## src/rtl/irda_fir_rx_ctrl_pkg.sv

```systemverilog
// Shared definitions for the FIR receive controller: FSM state codes,
// status-word bit positions and a helper that packs a status entry.
package irda_fir_rx_ctrl_pkg;

    localparam int FIR_STAT_W = 19;
    localparam int FIR_ST_TO  = 18;
    localparam int FIR_ST_RXE = 17;
    localparam int FIR_ST_CRC = 16;

    typedef enum logic [2:0] {
        FIR_IDLE    = 3'd0,
        FIR_RESTART = 3'd1,
        FIR_ARMED   = 3'd2,
        FIR_RECV    = 3'd3,
        FIR_STATUS  = 3'd4
    } fir_rx_state_e;

    // Pack one status entry {timeout, rx_err, crc_err, len[15:0]}.
    function automatic logic [FIR_STAT_W-1:0] fir_stat_word(input logic        to,
                                                            input logic        rxe,
                                                            input logic        crc,
                                                            input logic [15:0] len);
        logic [FIR_STAT_W-1:0] w;
        w             = '0;
        w[FIR_ST_TO]  = to;
        w[FIR_ST_RXE] = rxe;
        w[FIR_ST_CRC] = crc;
        w[15:0]       = len;
        return w;
    endfunction

endpackage

```

## src/rtl/irda_fir_rx_ctrl_stat_fifo.sv

```systemverilog
// Small register FIFO for per-frame status entries. Head entry is visible
// with zero latency (zero when empty); a push into a full FIFO without a
// simultaneous read is dropped and raises a sticky overrun flag.
module irda_fir_rx_ctrl_stat_fifo #(
    parameter int DATA_W = 19,
    parameter int ADDR_W = 2
) (
    input  logic              clk,
    input  logic              wb_rst_i,
    input  logic              push,
    input  logic [DATA_W-1:0] wr_dat,
    input  logic              pop,
    input  logic              ovr_clr,
    output logic [DATA_W-1:0] rd_dat,
    output logic              empty,
    output logic              full,
    output logic              overrun
);

    localparam int DEPTH = 1 << ADDR_W;

    logic [ADDR_W:0]   wr_ptr;
    logic [ADDR_W:0]   rd_ptr;
    logic [DATA_W-1:0] mem [DEPTH];
    logic              do_pop;
    logic              do_push;
    logic              ovr_set;

    // Flags from the extra pointer MSB; a read frees a slot for a same-clk push.
    always_comb begin
        empty   = (wr_ptr == rd_ptr);
        full    = (wr_ptr[ADDR_W] != rd_ptr[ADDR_W]) &&
                  (wr_ptr[ADDR_W-1:0] == rd_ptr[ADDR_W-1:0]);
        do_pop  = pop && !empty;
        do_push = push && (!full || do_pop);
        ovr_set = push && full && !do_pop;
        rd_dat  = empty ? '0 : mem[rd_ptr[ADDR_W-1:0]];
    end

    // Pointer and overrun bookkeeping; a new overrun beats a clear.
    always_ff @(posedge clk or posedge wb_rst_i) begin
        if (wb_rst_i) begin
            wr_ptr  <= '0;
            rd_ptr  <= '0;
            overrun <= 1'b0;
        end else begin
            if (do_push) wr_ptr <= wr_ptr + 1'b1;
            if (do_pop)  rd_ptr <= rd_ptr + 1'b1;
            if (ovr_set)      overrun <= 1'b1;
            else if (ovr_clr) overrun <= 1'b0;
        end
    end

    // Entry storage; contents are only observed through the empty-gated head.
    always_ff @(posedge clk) begin
        if (do_push) mem[wr_ptr[ADDR_W-1:0]] <= wr_dat;
    end

endmodule

```

## src/rtl/irda_fir_rx_ctrl.sv

```systemverilog
// FIR receive sequencer: restarts the receiver, supervises each frame with an
// rx4-tick inactivity timeout and logs one status entry per frame into the
// status FIFO that software drains.
module irda_fir_rx_ctrl
    import irda_fir_rx_ctrl_pkg::*;
#(
    parameter int STAT_AW       = 2,
    parameter int TIMEOUT_TICKS = 1024
) (
    input  logic                  clk,
    input  logic                  wb_rst_i,
    input  logic                  rx_enable_i,
    input  logic                  fast_enable,
    input  logic                  fir_rx4_enable,
    input  logic [15:0]           fir_ifdlr_i,
    input  logic                  crc32_error_i,
    input  logic                  fir_sto_detected_i,
    input  logic                  fir_rx_error_i,
    input  logic                  rxfifo_add_i,
    output logic                  fir_rx_restart_o,
    input  logic                  stat_rd_i,
    output logic [FIR_STAT_W-1:0] stat_dat_o,
    output logic                  stat_empty_o,
    output logic                  stat_full_o,
    output logic                  frame_int_o,
    output logic                  overrun_o,
    input  logic                  ovr_clr_i
);

    localparam int              TO_W    = $clog2(TIMEOUT_TICKS) + 1;
    localparam logic [TO_W-1:0] TO_LOAD = TO_W'(TIMEOUT_TICKS - 1);

    fir_rx_state_e         state;
    logic [TO_W-1:0]       to_cnt;
    logic                  en;
    logic                  push_err;
    logic                  push_to;
    logic                  push_st;
    logic                  push;
    logic [FIR_STAT_W-1:0] push_dat;

    assign en          = rx_enable_i & fast_enable;
    assign frame_int_o = !stat_empty_o;

    // Decide this clk's status push; rx error outranks stop, stop outranks timeout.
    always_comb begin
        push_err = 1'b0;
        push_to  = 1'b0;
        push_st  = 1'b0;
        if (en) begin
            push_err = (state == FIR_RECV) && fir_rx_error_i;
            push_to  = (state == FIR_RECV) && !fir_rx_error_i && !fir_sto_detected_i &&
                       fir_rx4_enable && (to_cnt == '0);
            push_st  = (state == FIR_STATUS);
        end
        push     = push_err | push_to | push_st;
        push_dat = fir_stat_word(push_to, push_err, push_st & crc32_error_i, fir_ifdlr_i);
    end

    // Frame sequencer with registered restart and the inactivity counter.
    always_ff @(posedge clk or posedge wb_rst_i) begin
        if (wb_rst_i) begin
            state            <= FIR_IDLE;
            fir_rx_restart_o <= 1'b1;
            to_cnt           <= '0;
        end else if (!en) begin
            state            <= FIR_IDLE;
            fir_rx_restart_o <= 1'b1;
        end else begin
            case (state)
                FIR_IDLE: begin
                    state            <= FIR_RESTART;
                    fir_rx_restart_o <= 1'b1;
                end
                FIR_RESTART: begin
                    state            <= FIR_ARMED;
                    fir_rx_restart_o <= 1'b0;
                end
                FIR_ARMED: begin
                    if (fir_rx4_enable && fir_rx_error_i) begin
                        state            <= FIR_RESTART;
                        fir_rx_restart_o <= 1'b1;
                    end else if (rxfifo_add_i || (fir_ifdlr_i != '0)) begin
                        state  <= FIR_RECV;
                        to_cnt <= TO_LOAD;
                    end
                end
                FIR_RECV: begin
                    if (push_err || push_to) begin
                        state            <= FIR_RESTART;
                        fir_rx_restart_o <= 1'b1;
                    end else if (fir_sto_detected_i) begin
                        state <= FIR_STATUS;
                    end
                    if (rxfifo_add_i)
                        to_cnt <= TO_LOAD;
                    else if (fir_rx4_enable && (to_cnt != '0))
                        to_cnt <= to_cnt - TO_W'(1);
                end
                FIR_STATUS: begin
                    state            <= FIR_RESTART;
                    fir_rx_restart_o <= 1'b1;
                end
                default: begin
                    state            <= FIR_IDLE;
                    fir_rx_restart_o <= 1'b1;
                end
            endcase
        end
    end

    irda_fir_rx_ctrl_stat_fifo #(
        .DATA_W (FIR_STAT_W),
        .ADDR_W (STAT_AW)
    ) u_stat_fifo (
        .clk      (clk),
        .wb_rst_i (wb_rst_i),
        .push     (push),
        .wr_dat   (push_dat),
        .pop      (stat_rd_i),
        .ovr_clr  (ovr_clr_i),
        .rd_dat   (stat_dat_o),
        .empty    (stat_empty_o),
        .full     (stat_full_o),
        .overrun  (overrun_o)
    );

endmodule

```

## config.mk

```make
export PLATFORM = sky130hd
export DESIGN_NAME = irda_fir_rx_ctrl
export DESIGN_NICKNAME = d
export VERILOG_FILES = /design/src/rtl/irda_fir_rx_ctrl_pkg.sv /design/src/rtl/irda_fir_rx_ctrl_stat_fifo.sv /design/src/rtl/irda_fir_rx_ctrl.sv
export SDC_FILE = /design/constraint.sdc
export NUM_CORES = 1
export LEC_CHECK = 0
export ABC_AREA = 1
export CORE_AREA = 2 2 99 101
export DETAILED_ROUTE_END_ITERATION = 7
export DIE_AREA = 0 0 101 103
export GPL_TIMING_DRIVEN = 0
export PLACE_DENSITY_LB_ADDON = 0.2
export REMOVE_ABC_BUFFERS = 1
export SETUP_SLACK_MARGIN = 0.15
export SYNTH_ARGS = -nofsm -noshare
export SYNTH_HDL_FRONTEND = slang
export SYNTH_SLANG_ARGS = --single-unit
export TNS_END_PERCENT = 50
```

## constraint.sdc

```tcl
create_clock -name clk -period 2.7 [get_ports clk]
set_input_delay 0.27 -clock clk [delete_from_list [all_inputs] [get_ports clk]]
set_output_delay 0.27 -clock clk [all_outputs]
set_load 0.05 [all_outputs]
```

==> summary.md <==
| Metric | Value |
|---|---|
| FP Rows | `36` |
| Class of the tightest hold or removal check | `input pin to asynchronous set/reset pin` |
| Share of synthesized flip-flops with an asynchronous set or reset | `0.224` |
| Proportion of synthesized area in mux cells | `0` |
| Critical-path top delay cell | `sky130_fd_sc_hd__dfrtp_4` |
| Cell mode on critical path | `sky130_fd_sc_hd__nand2_1` |
| Top achievable clock speed | `400 MHz` |
| Root buffer cell | `sky130_fd_sc_hd__clkbuf_8` |
| Dominant combinational cell family by area after synthesis | `simple AND/OR/NAND/NOR gates` |
| Leading post-synthesis cells by cell area | `sky130_fd_sc_hd__edfxtp_1 (50%), sky130_fd_sc_hd__dfrtp_1 (11%), sky130_fd_sc_hd__nor2_1 (7.2%), sky130_fd_sc_hd__nand2_1 (6.8%), sky130_fd_sc_hd__o32ai_1 (3.6%)` |
| Share of the synthesized netlist area taken by xor and xnor gates | `0.0114` |
| Cts bufs inserted | `9` |
| Number of synthesized flops with an enable pin | `76` |
| Overall global routing resource usage | `0.201` |
| Antenna Nets Post-Route | `0` |
| Remaining Overflow, GRT | `0` |
| Initial standard-cell utilization of the core | `0.487` |
| Peak ir drop on the vdd network | `0.427 mV` |
| Clock Sinks | `98` |
| Transition time at the pin with the least slew margin | `between 0.9 and 1 ns` |
| Post-route clock period utilization | `0.926` |
| Highest fanout seen on the critical path | `41` |
| TritonCTS clock tree | `yes` |
| Die ar. | `about 10000 sq um` |
| Routed via count | `3299` |
| Total I/O pin count | `51` |
| Share of the synthesized area in the top cell type | `0.496` |
| Power density of the placed cells | `956 nW/um^2` |
| Area fraction in compound gates after synthesis | `0.0641` |
| Worst clock skew on the final layout | `0.0163 ns` |
| Endpoints failing hold | `0` |
| Cell area after synthesis | `4610 sq um` |
| Maximum number of pins on one net before global-route repair | `42` |
| Number of antenna violations at the first check in global routing | `0` |
| Max Transition Viols Final | `0` |
| CP delay by family, top | `flip-flops` |
| Area growth syn-to-layout | `20.6%` |
| Leak pwr | `2.21 nW` |
| Syn Inst Count | `about 460` |
| Sequential-to-total area share from yosys stat | `0.615` |
| Most common cell in the netlist | `sky130_fd_sc_hd__nor2_1` |
| Post-Place Cells | `roughly 610` |
| Nets@finish | `550` |
| Cell accounting for the most synthesized area | `sky130_fd_sc_hd__edfxtp_1` |
| Fill count | `815` |
| Global-route wire length before repair | `16000 um` |
| # setup viols final | `0` |
| Insertion delay to the later sink of the worst-skew pair | `0.36 ns` |
| Hold-fix buffers, CTS | `0` |
| Share of post-route cells with drive strength above 1 | `0.188` |
| Startpoint type of the worst setup path | `flip-flop` |
| Floorplan Core Area | `about 9500 sq um` |
| Top cells by instance count after synthesis | `sky130_fd_sc_hd__nor2_1 (88), sky130_fd_sc_hd__nand2_1 (84), sky130_fd_sc_hd__edfxtp_1 (76)` |
| Number of cells in the finished layout apart from fillers | `636` |
| Number of buffers added on ports | `50` |
| Number of maximum-capacitance constraint violations | `0` |
| DRC violation total after the first TritonRoute iteration | `146` |
| Count of inserted antenna diode cells | `0` |
| Wire length per cell | `15.3 um` |
| WL final | `9760 um` |
| CP endpoint kind | `output pin` |
| Number of global-route vias before repair | `3244` |
| Synth Warn # | `0` |
| Number of design rule violations left after detail routing | `0` |
| Setup repair after global routing missed its margin | `yes` |
| Post-DP HPWL | `6010 um` |
| Die Wd | `101 um` |
| Arrival time of data at the critical path endpoint | `2.23 ns` |
| Die extent in y | `about 100 um` |
| Yosys reg bits | `98` |
| Dominant synthesized flop cell | `sky130_fd_sc_hd__edfxtp_1` |
| Number of library cell types mapped by synthesis | `34` |
| Register clock-pin slew on the reported worst setup and hold paths | `0.11 ns` |
| Placer congestion estimate | `0.814` |
| Vias per inst | `5.19` |
| Sum of negative setup slack | `0 ns` |
| Simple-gate share of the synthesized area | `0.229` |
| Maximum clock path buffer count | `2` |
| Post-synthesis adder-cell area fraction | `0.0163` |
| First-pass iteration count of the detailed router | `4` |
| H-tree depth reported by CTS | `3` |
| Mean Syn Cell Area | `about 10 sq um` |
| Number of buffers and inverters on the critical path | `2` |
| Rel. slew slack | `0.396` |
| Worst path cell trace | `xnor2_1 > nand2_1 > or2_4 > nand2_1 > inv_2 > clkdlybuf4s15_2` |
| Endpoint required time on the critical path | `2.43 ns` |
| Delay contributed by the slowest stage of the critical path | `around 0.67 ns` |
| Minimum clock period | `approximately 2.5 ns` |
| Outcome | `completed` |
| Startpoint-to-endpoint class of the critical path | `flip-flop to output pin` |
==> registers in the layout, summed over array words and instances, names as in the netlist <==
signal	count
u_stat_fifo.mem	76
state	3
fir_rx_restart_o	1
to_cnt	11
u_stat_fifo.rd_ptr	3
u_stat_fifo.overrun	1
u_stat_fifo.wr_ptr	3
==> through the flow <==
step / hold WS (ns) / instance area (sq um) / util / setup slack [ns] / power, mW
after global routing: 0.466 / 5560 / 0.587 / 0.0585 / 5.64
after floorplan: 0.258 / 4500 / - / 0.0982 / 3.59
after global placement: 0.462 / 5140 / 0.544 / -1.05 / 4.36
after CTS: 0.425 / 5520 / 0.583 / 0.0622 / 5.35
final: 0.390 / 5560 / 0.587 / 0.200 / 5.31
after detailed placement: 0.470 / 5230 / 0.553 / -1.11 / 4.39
==> layout by cell type (no fill, tap or decap), types with 2 or more instances in the layout <==
cell type,count
sky130_fd_sc_hd__buf_4,8
sky130_fd_sc_hd__buf_8,4
sky130_fd_sc_hd__clkbuf_8,9
sky130_fd_sc_hd__clkdlybuf4s15_2,19
sky130_fd_sc_hd__clkdlybuf4s50_1,28
sky130_fd_sc_hd__clkinvlp_4,5
sky130_fd_sc_hd__dfrtp_1,19
sky130_fd_sc_hd__dfrtp_4,2
sky130_fd_sc_hd__dlygate4sd2_1,2
sky130_fd_sc_hd__edfxtp_1,76
sky130_fd_sc_hd__ha_1,6
sky130_fd_sc_hd__inv_1,41
sky130_fd_sc_hd__inv_2,9
sky130_fd_sc_hd__inv_8,2
sky130_fd_sc_hd__nand2_1,84
sky130_fd_sc_hd__nand2_2,17
sky130_fd_sc_hd__nand3_1,15
sky130_fd_sc_hd__nand3_2,3
sky130_fd_sc_hd__nand4_1,10
sky130_fd_sc_hd__nor2_1,84
sky130_fd_sc_hd__nor2_2,3
sky130_fd_sc_hd__nor2_4,6
sky130_fd_sc_hd__nor3_1,3
sky130_fd_sc_hd__o21ai_0,20
sky130_fd_sc_hd__o21ai_1,3
sky130_fd_sc_hd__o32ai_1,19
sky130_fd_sc_hd__or2_1,3
sky130_fd_sc_hd__or2_2,2
sky130_fd_sc_hd__xnor2_1,4
sky130_fd_sc_hd__xor2_1,2
==> layer usage <==
layer  global-route usage  vias up  part of all wire
met5                    0        -                 0
met4               0.0572        0             0.011
met3               0.0332        6             0.040
li1                     -     1647                 -
met2                0.353       71              0.52
met1                0.259     1575              0.43
==> power breakdown <==
part,leakage [nW],internal [mW],total (mW),switching [mW]
Combinational,1.15,0.796,2.48,1.68
Sequential,0.969,1.70,1.94,0.235
Clock,0.0897,0.351,0.893,0.542
==> worst reg2reg max path, stage by stage (launching register included) <==
cell	delay (ns)
sky130_fd_sc_hd__dfrtp_1	0.44
sky130_fd_sc_hd__inv_1	0.14
sky130_fd_sc_hd__ha_1	0.29
sky130_fd_sc_hd__nand2_2	0.12
sky130_fd_sc_hd__nor2_4	0.16
sky130_fd_sc_hd__nand3_2	0.14
sky130_fd_sc_hd__nand3_2	0.19
sky130_fd_sc_hd__nand2_4	0.14
sky130_fd_sc_hd__nor2_4	0.30
sky130_fd_sc_hd__buf_8	0.21
==> kinds of logic (layout without fill, tap and decap cells) <==
| kind of cell | count (synthesis) | count (layout) |
|---|---|---|
| buffers and inverters | 69 | 132 |
| AOI/OAI and AO/OA | 44 | 44 |
| DFF | 98 | 98 |
| adders and majority gates | 6 | 6 |
| xor gates and xnor gates | 6 | 6 |
| and+or+nand+nor | 236 | 236 |
==> timing repair <==
action / in CTS / in global routing
pin swaps: 0 / 2
setup buffers: 6 / 3
endpoints found under the hold margin: 0 / 0
gates resized for setup: 70 / 6
setup endpoints to repair: 102 / 87
cloned: 2 / 0
==> path summary, 6_finish.rpt <==
check	start	to	slack, ns	cells past startpoint
max	u_stat_fifo.rd_ptr[1]	stat_dat_o[17]	0.20	6
min	wb_rst_i	u_stat_fifo.rd_ptr[2]	0.39	2
max reg2reg	to_cnt[0]	u_stat_fifo.mem[1][11]	0.28	9
min reg2reg	fir_rx_restart_o	fir_rx_restart_o	0.48	2
max in group asynchronous	wb_rst_i	u_stat_fifo.rd_ptr[1]	1.66	2
min in group clk	ovr_clr_i	u_stat_fifo.overrun	0.46	2
==> layout make-up <==
type                       count  area (sq um)  area share
tap                          114           143      0.0257
timing repair inverter         2          15.0     0.00270
timing repair buffer          63           664       0.120
clock inverter                 7          60.1      0.0108
multi-input combinational    292          1510       0.272
sequential                    98          2840       0.511
inverter                      51           195      0.0351
clock buffer                   9           124      0.0223
Note: power is estimated with default switching activity, not from simulation.
